### src/rtl/multicycle_proc_param.sv
// Parametrised multicycle processor: fetches an instruction in T0, then executes it
// over 1-3 steps on a shared internal bus using a register file plus A/G registers.
module multicycle_proc_param #(
    parameter int DATA_W   = 16,
    parameter int NUM_REGS = 8,
    localparam int REG_BITS = $clog2(NUM_REGS),
    localparam int IR_W     = 3 + 2 * REG_BITS
) (
    input  logic              clock,
    input  logic              resetn,
    input  logic              run,
    input  logic [DATA_W-1:0] din,
    output logic              done,
    output logic              busy,
    output logic              z_flag,
    output logic [DATA_W-1:0] bus_out
);

    if (NUM_REGS < 2 || NUM_REGS > 16 || (NUM_REGS & (NUM_REGS - 1)) != 0) begin : g_bad_num_regs
        $fatal(1, "multicycle_proc_param: NUM_REGS must be a power of two in 2..16");
    end
    if (IR_W > DATA_W) begin : g_bad_ir_w
        $fatal(1, "multicycle_proc_param: instruction word does not fit in DATA_W");
    end

    typedef enum logic [1:0] {T0, T1, T2, T3} step_t;
    typedef enum logic [2:0] {
        OP_MV  = 3'b000,
        OP_MVI = 3'b001,
        OP_ADD = 3'b010,
        OP_SUB = 3'b011,
        OP_AND = 3'b100,
        OP_OR  = 3'b101,
        OP_XOR = 3'b110,
        OP_ILL = 3'b111
    } opcode_t;

    step_t               step_q, step_d;
    logic [IR_W-1:0]     ir_q;
    logic [DATA_W-1:0]   rf_q [NUM_REGS];
    logic [DATA_W-1:0]   a_q;
    logic [DATA_W-1:0]   g_q;
    logic                z_q;

    opcode_t             op;
    logic [REG_BITS-1:0] rx;
    logic [REG_BITS-1:0] ry;
    logic [DATA_W-1:0]   bus;
    logic [DATA_W-1:0]   alu_res;
    logic                done_c;
    logic                rf_we;
    logic                a_we;
    logic                g_we;

    assign op = opcode_t'(ir_q[IR_W-1 -: 3]);
    assign rx = ir_q[2*REG_BITS-1 -: REG_BITS];
    assign ry = ir_q[REG_BITS-1:0];

    // Every register-file write takes its data from the bus (Ry, din or G).
    always_comb begin
        bus    = '0;
        done_c = 1'b0;
        rf_we  = 1'b0;
        a_we   = 1'b0;
        g_we   = 1'b0;
        unique case (step_q)
            T0: ;
            T1: begin
                unique case (op)
                    OP_MV: begin
                        bus    = rf_q[ry];
                        rf_we  = 1'b1;
                        done_c = 1'b1;
                    end
                    OP_MVI: begin
                        bus    = din;
                        rf_we  = 1'b1;
                        done_c = 1'b1;
                    end
                    OP_ILL: done_c = 1'b1;
                    default: begin
                        bus  = rf_q[rx];
                        a_we = 1'b1;
                    end
                endcase
            end
            T2: begin
                bus  = rf_q[ry];
                g_we = 1'b1;
            end
            T3: begin
                bus    = g_q;
                rf_we  = 1'b1;
                done_c = 1'b1;
            end
        endcase
    end

    always_comb begin
        alu_res = '0;
        unique case (op)
            OP_ADD:  alu_res = a_q + bus;
            OP_SUB:  alu_res = a_q - bus;
            OP_AND:  alu_res = a_q & bus;
            OP_OR:   alu_res = a_q | bus;
            OP_XOR:  alu_res = a_q ^ bus;
            default: alu_res = '0;
        endcase
    end

    always_comb begin
        step_d = step_q;
        if (step_q == T0) begin
            step_d = run ? T1 : T0;
        end else if (done_c) begin
            step_d = T0;
        end else begin
            step_d = step_t'(step_q + 2'd1);
        end
    end

    always_ff @(posedge clock or posedge resetn) begin
        if (resetn) begin
            step_q <= T0;
            ir_q   <= '0;
            a_q    <= '0;
            g_q    <= '0;
            z_q    <= 1'b0;
            for (int unsigned i = 0; i < NUM_REGS; i++) begin
                rf_q[i] <= '0;
            end
        end else begin
            step_q <= step_d;
            if (step_q == T0 && run) begin
                ir_q <= din[IR_W-1:0];
            end
            if (a_we) begin
                a_q <= bus;
            end
            if (g_we) begin
                g_q <= alu_res;
                z_q <= (alu_res == '0);
            end
            if (rf_we) begin
                rf_q[rx] <= bus;
            end
        end
    end

    assign done    = done_c;
    assign busy    = (step_q != T0);
    assign z_flag  = z_q;
    assign bus_out = bus;

endmodule

### config.mk
export PLATFORM = sky130hd
export DESIGN_NAME = multicycle_proc_param
export DESIGN_NICKNAME = d
export VERILOG_FILES = /design/src/rtl/multicycle_proc_param.sv
export SDC_FILE = /design/constraint.sdc
export NUM_CORES = 1
export LEC_CHECK = 0
export CAP_MARGIN = 20
export CELL_PAD_IN_SITES_DETAIL_PLACEMENT = 2
export CELL_PAD_IN_SITES_GLOBAL_PLACEMENT = 2
export CORE_MARGIN = 8
export CORE_UTILIZATION = 35
export CTS_BUF_LIST = sky130_fd_sc_hd__clkbuf_16
export DETAILED_ROUTE_END_ITERATION = 8
export PLACE_DENSITY = 0.82
export SLEW_MARGIN = 10
export SYNTH_ARGS = -nofsm -noshare
export SYNTH_HDL_FRONTEND = slang
export SYNTH_SLANG_ARGS = --single-unit
### constraint.sdc
create_clock -name clock -period 8.8 [get_ports clock]
set_input_delay 2.64 -clock clock [delete_from_list [all_inputs] [get_ports clock]]
set_output_delay 2.64 -clock clock [all_outputs]
set_load 0.005 [all_outputs]
# Word-level counts from Yosys, hierarchy flattened
# Index checks and enable logic that the tools add are counted.
# op_classes
n_lt_le_gt_ge	3
n_addsub	3
bitwise	5
mux	22
n_eq_ne	10
reduce_logical	8
# ops
operator	n
bitwise mux 128 bit	1
binary-select mux 16 bit (select 3 bit)	2
one-hot mux 16 bit (3 select lines)	2
two-way mux 16 bit	5
one-hot mux 16 bit (5 select lines)	1
demux 16 bit (select 3 bit)	1
adder 16 bit	1
AND 16 bit	1
logical NOT 16 bit	1
bitwise OR 16 bit	1
subtractor 16 bit	1
bitwise XOR 16 bit	1
== test 3 bit, second input constant	4
>= comparator 4 bit, second input constant	2
inverter 3 -> 4 bit	2
== test 3 x 2 -> 1 bit, second input constant	2
two-way mux 1 bit	6
== test 2 bit, second input constant	2
< comparator 4 x 1 -> 1 bit, second input constant	1
two-way mux 2 bit	2
one-hot mux 1 bit (2 select lines)	2
== test 3 x 1 -> 1 bit, second input constant	1
logical NOT 3 bit	1
OR reduction 3 bit	1
other kinds (6)	7
# word_totals
elab_cells	64
ff_bits	172
input_bits	19
output_inout_bits	19

# Depth between registers and ports, before layout
# logic_depth
depth_word	9
depth_mapped	24
depth_no_buf	22

# Worst setup path after synthesis
# No wires, ideal clock.
# synth_timing
kind	in2reg
startpoint	input port din[1]
endpoint	register g_q[15]
n_path_buf	1
stages	18
required_ns	8.672
slack_ns	2.509
arrival_ns	6.164
setup_time_ns	0.128
cell_sequence	a22oi_1 > o22ai_1 > a31oi_1 > clkbuf_1 > ha_1 > nand2_1 > o21ai_0 > xnor2_1 > ha_1 > or3_1 > o211ai_1 > a31oi_1 > o22a_1 > a31oi_1 > nor3_1 > a221oi_1 > nand3_1 > mux2_1
# synth_between
elab_chain_len	4
word_cells_on_any_way	5
cone_classes	add/sub (2); mux (3)
# synth_lines
item	line_no	source
start: declaration	12	input logic [DATA_W-1:0] din,
one-hot mux 16 bit (3 select lines) *	69	unique case (op)
one-hot mux 16 bit (3 select lines) *	66	unique case (step_q)
subtractor 16 bit or adder 16 bit (tied branches)	103, 102	
one-hot mux 16 bit (5 select lines) *	101	unique case (op)
end signal: assignment	141	g_q <= alu_res;
end: declaration	42	logic [DATA_W-1:0] g_q;
# Mark *: on every way between the ends. The rest lies on a longest branch, timed or not.
# A chain may end at the register's enable or synchronous reset.

# Worst setup path in the final report
# layout_timing
startpoint	input port din[3]
endpoint	output port bus_out[3]
# layout_between
elab_chain_len	2
# layout_lines
item	line_no	source
one-hot mux 16 bit (3 select lines)	69	
one-hot mux 16 bit (3 select lines)	66	
end: declaration	16	output logic [DATA_W-1:0] bus_out
# No other way between the ends.

==> run_summary.xml <==
<?xml version="1.0" encoding="UTF-8"?>
<metrics>
  <group name="routing">
    <metric name="route.final.wire_length" unit="microns">40500</metric>
    <metric name="initialDrtViolationCount" unit="">715</metric>
    <metric name="dr.pass1.iters" unit="">4</metric>
    <metric name="vias_per_cell" unit="">6.01</metric>
    <metric name="drt-wirelength-per-cell" unit="microns">25.9</metric>
    <metric name="post-route-drc-count" unit="">0</metric>
    <metric name="final_antenna_net_count" unit="">0</metric>
    <metric name="route.vias.total" unit="">9389</metric>
  </group>
  <group name="synthesis">
    <metric name="main_combinational_cell_family_by_area_after_synthesis" unit="">compound AO/OA/AOI/OAI gates</metric>
    <metric name="synthSimpleGateAreaFrac" unit="">0.127</metric>
    <metric name="synth.net_count" unit="">1224</metric>
    <metric name="postSynthRegisterBits" unit="">172</metric>
    <metric name="synth.mux.area_fraction" unit="">0.145</metric>
    <metric name="postSynthCellCount" unit="">1148</metric>
    <metric name="ys_dominant_reg_cell" unit="">sky130_fd_sc_hd__dfrtp_1</metric>
    <metric name="synth_cell_types" unit="">63</metric>
    <metric name="synth-adder-area-share" unit="">0.0673</metric>
    <metric name="post_synth_instance_area" unit="sq mm">0.0107</metric>
    <metric name="synth-xor-area-share" unit="">0.0188</metric>
    <metric name="synth-edff-count" unit="">0</metric>
    <metric name="post_synthesis_sequential_area_ratio" unit="">0.402</metric>
    <metric name="area_fraction_in_compound_gates_after_synthesis" unit="">0.184</metric>
    <metric name="async_reset_ff_frac" unit="">1.00</metric>
    <metric name="synthesis.area_per_instance" unit="sq um">9.33</metric>
    <metric name="synth.yosys.warnings" unit="">0</metric>
  </group>
  <group name="sta">
    <metric name="timing.final.crit_period" unit="ns">7.61</metric>
    <metric name="aggregate_negative_setup_slack" unit="ns">0</metric>
    <metric name="tightestPinTransition" unit="ns">0.989</metric>
    <metric name="final-max-slew-violation-count" unit="">0</metric>
    <metric name="hold-worst-slack" unit="ns">0.510</metric>
    <metric name="timing_hold_violations_final" unit="">0</metric>
    <metric name="timing.final.setup_violations" unit="">0</metric>
    <metric name="maximum_achievable_frequency" unit="MHz">131</metric>
    <metric name="unrepaired_setup_endpoints_after_global_routing" unit="">no</metric>
    <metric name="fin_worst_skew" unit="ns">0.0126</metric>
    <metric name="slew_headroom" unit="">0.341</metric>
    <metric name="post-route-period-util" unit="">0.865</metric>
  </group>
  <group name="global_route">
    <metric name="wire_length_of_the_first_global_routing_pass" unit="microns">63600</metric>
    <metric name="vias_in_the_first_global_route" unit="">10600</metric>
    <metric name="grt_antenna_before_repair" unit="">0</metric>
    <metric name="globalRouteOverflowTotal" unit="">0</metric>
    <metric name="total_routing_resource_utilization_after_global_routing" unit="">0.229</metric>
    <metric name="pin_count_of_the_biggest_net_entering_global_routing" unit="">80</metric>
  </group>
  <group name="floorplanning">
    <metric name="die_width" unit="microns">191</metric>
    <metric name="core_area" unit="sq mm">0.0303</metric>
    <metric name="die_h" unit="microns">191</metric>
    <metric name="ioPinCount" unit="">38</metric>
    <metric name="floorplan.die_area" unit="sq mm">0.0365</metric>
    <metric name="floorplan.initialDensity" unit="">0.353</metric>
    <metric name="standard_cell_rows" unit="">64</metric>
  </group>
  <group name="cts">
    <metric name="cts.sinks" unit="">172</metric>
    <metric name="cts_buffer_depth" unit="">2</metric>
    <metric name="cts_hold_repair.buffers" unit="">0</metric>
    <metric name="ctsResizeCount" unit="">0</metric>
    <metric name="numCtsBuffers" unit="">17</metric>
    <metric name="h-tree-depth" unit="">4</metric>
    <metric name="post-cts-setup-buffer-count" unit="">0</metric>
    <metric name="worstSkewPairLatency" unit="ns">0.45</metric>
    <metric name="ctsRootBufferMaster" unit="">sky130_fd_sc_hd__clkbuf_16</metric>
    <metric name="clkTransAtPathRegs" unit="ns">0.06</metric>
    <metric name="cts_tree" unit="">built</metric>
  </group>
  <group name="place">
    <metric name="routabilityCongestion" unit="">0.850</metric>
    <metric name="portBuffers" unit="">37</metric>
    <metric name="dp_hpwl" unit="microns">27600</metric>
  </group>
  <group name="flow_run">
    <metric name="cap_viol_max_count" unit="">0</metric>
  </group>
  <group name="worst_setup_path">
    <metric name="rr_worst_depth" unit="">20</metric>
    <metric name="cp.required" unit="ns">6.16</metric>
    <metric name="setup.worst_path.start_class" unit="">input port</metric>
    <metric name="critical_path.endpoint_type" unit="">primary output</metric>
    <metric name="worst-path-max-fanout" unit="">9</metric>
    <metric name="class_of_the_most_critical_setup_path" unit="">in2out</metric>
    <metric name="crit_arrival" unit="ns">4.97</metric>
    <metric name="crit_reg_reg_startpoint" unit="">ir_q[5]$_DFFE_PP0P_</metric>
    <metric name="worst_setup_sp" unit="">din[3]</metric>
  </group>
  <group name="final_layout">
    <metric name="nets" unit="">1229</metric>
    <metric name="post_route_cells_drive_above_1_share" unit="">0.126</metric>
    <metric name="antenna_cells_inserted" unit="">0</metric>
    <metric name="area_delta_synth_final" unit="%">13.5</metric>
    <metric name="n_fill_cell" unit="">3301</metric>
  </group>
  <group name="worst_hold_path">
    <metric name="min-delay-start" unit="">rf_q[30]$_DFFE_PP0P_</metric>
    <metric name="holdCritPathClass" unit="">reg2reg</metric>
    <metric name="hold_path_depth" unit="">2</metric>
  </group>
  <group name="status">
    <metric name="outcome" unit="">finished clean</metric>
  </group>
</metrics>
-- Yosys cell counts, types with 2 or more instances --
library cell | number | area [sq um]
sky130_fd_sc_hd__or3_1 | 3 | 18.8
sky130_fd_sc_hd__buf_2 | 13 | 65.1
sky130_fd_sc_hd__nor3_1 | 8 | 40.0
sky130_fd_sc_hd__o21bai_1 | 2 | 15.0
sky130_fd_sc_hd__nor2_1 | 80 | 300
sky130_fd_sc_hd__o31a_1 | 2 | 17.5
sky130_fd_sc_hd__mux2i_1 | 33 | 330
sky130_fd_sc_hd__o21ai_0 | 166 | 831
sky130_fd_sc_hd__and2_1 | 6 | 37.5
sky130_fd_sc_hd__xnor2_1 | 21 | 184
sky130_fd_sc_hd__a21o_1 | 2 | 15.0
sky130_fd_sc_hd__mux2_1 | 2 | 22.5
sky130_fd_sc_hd__nand2_1 | 167 | 627
sky130_fd_sc_hd__o21a_1 | 3 | 22.5
sky130_fd_sc_hd__nand4_1 | 2 | 12.5
sky130_fd_sc_hd__mux2_2 | 21 | 236
sky130_fd_sc_hd__xor2_1 | 2 | 17.5
sky130_fd_sc_hd__clkbuf_1 | 69 | 259
sky130_fd_sc_hd__a31oi_1 | 9 | 56.3
sky130_fd_sc_hd__nand3_1 | 6 | 30.0
sky130_fd_sc_hd__a211oi_1 | 6 | 45.0
sky130_fd_sc_hd__dfrtp_1 | 172 | 4300
sky130_fd_sc_hd__a21oi_1 | 70 | 350
sky130_fd_sc_hd__nand2b_1 | 10 | 62.6
sky130_fd_sc_hd__buf_6 | 3 | 33.8
sky130_fd_sc_hd__and3_1 | 9 | 56.3
sky130_fd_sc_hd__inv_1 | 50 | 188
sky130_fd_sc_hd__ha_1 | 56 | 701
sky130_fd_sc_hd__buf_1 | 4 | 15.0
sky130_fd_sc_hd__mux4_2 | 43 | 968
sky130_fd_sc_hd__o31ai_1 | 3 | 22.5
sky130_fd_sc_hd__a221oi_1 | 3 | 26.3
sky130_fd_sc_hd__nor2b_1 | 8 | 50.1
sky130_fd_sc_hd__o22ai_1 | 27 | 169
sky130_fd_sc_hd__buf_4 | 3 | 22.5
sky130_fd_sc_hd__or2_2 | 3 | 18.8
sky130_fd_sc_hd__o22a_1 | 2 | 17.5
sky130_fd_sc_hd__nor4b_1 | 2 | 17.5
sky130_fd_sc_hd__a22oi_1 | 24 | 180
sky130_fd_sc_hd__o221ai_1 | 9 | 78.8
sky130_fd_sc_hd__a222oi_1 | 2 | 20.0
-- worst max-delay path, stage by stage --
cell	delay [ns]
sky130_fd_sc_hd__clkdlybuf4s50_1	0.42
sky130_fd_sc_hd__a22oi_1	0.28
sky130_fd_sc_hd__o22ai_1	0.14
sky130_fd_sc_hd__a21oi_1	0.62
sky130_fd_sc_hd__buf_4	0.28
sky130_fd_sc_hd__inv_1	0.11
sky130_fd_sc_hd__clkdlybuf4s50_1	0.49
-- cell usage in the layout, fill, tap and decap left out, drive strengths merged, types with 10 or more instances in the layout --
cell type	count
a22oi	24
dfrtp	172
nor2	80
clkbuf	17
ha	56
mux2i	33
o22ai	27
nand2	167
clkdlybuf4s50	37
buf	41
mux2	23
inv	52
xnor2	21
nand2b	10
o21ai	167
mux4	43
a21oi	70
-- worst paths after layout --
path | to | slack [ns]
max | bus_out[3] | 1.19
min | rf_q[30]$_DFFE_PP0P_ | 0.51
max reg2reg | g_q[15]$_DFFE_PP0N_ | 2.42
min reg2reg | rf_q[30]$_DFFE_PP0P_ | 0.51
max in group asynchronous | rf_q[36]$_DFFE_PP0P_ | 4.76
min in group asynchronous | rf_q[50]$_DFFE_PP0P_ | 2.72
-- state kept, by name, indices dropped and copies added, names as in the netlist --
| register | count |
|---|---|
| ir_q | 9 |
| z_flag | 1 |
| rf_q | 128 |
| a_q | 16 |
| g_q | 16 |
| step_q | 2 |
-- layout make-up --
| class | count | area [sq um] | area share |
|---|---|---|---|
| well taps | 396 | 495 | 0.0408 |
| inverters | 51 | 196 | 0.0162 |
| repair buffers | 78 | 682 | 0.0561 |
| multi-input cells | 833 | 5840 | 0.481 |
| flip-flops and latches | 172 | 4310 | 0.354 |
| clock buffers | 17 | 425 | 0.0350 |
| clock inverters | 15 | 205 | 0.0169 |
-- logic make-up (layout without fill, tap and decap cells) --
logic type | after synthesis | in the layout
flip-flops | 172 | 172
AO/OA/AOI/OAI | 341 | 341
multiplexers | 99 | 99
XOR/XNOR | 23 | 23
buffers and inverters | 143 | 161
adder cells (fa/ha/maj) | 57 | 57
AND/OR/NAND/NOR | 313 | 313
-- per-stage QoR --
| step | utilization | setup slack [ns] | instances | area (sq um) |
|---|---|---|---|---|
| after floorplan | - | 1.50 | 1148 | 10700 |
| after global placement | 0.379 | 1.29 | 1529 | 11500 |
| after detailed placement | 0.379 | 0.978 | 1529 | 11500 |
| after CTS | 0.400 | 1.19 | 1561 | 12100 |
| after global routing | 0.400 | 1.11 | 1562 | 12200 |
| final | 0.400 | 1.19 | 1562 | 12200 |
-- routing by layer --
| layer | vias to the layer above | wire length [microns] | track usage | share of wire |
|---|---|---|---|---|
| met5 | - | 0 | 0 | 0 |
| met4 | 0 | 1390 | 0.107 | 0.034 |
| met3 | 93 | 1960 | 0.0367 | 0.048 |
| met2 | 286 | 19600 | 0.375 | 0.48 |
| met1 | 4923 | 17500 | 0.294 | 0.43 |
| li1 | 4087 | - | - | - |
Power is not shown: default switching activity piles up to over one toggle a cycle in this logic, so the estimate is an artifact.
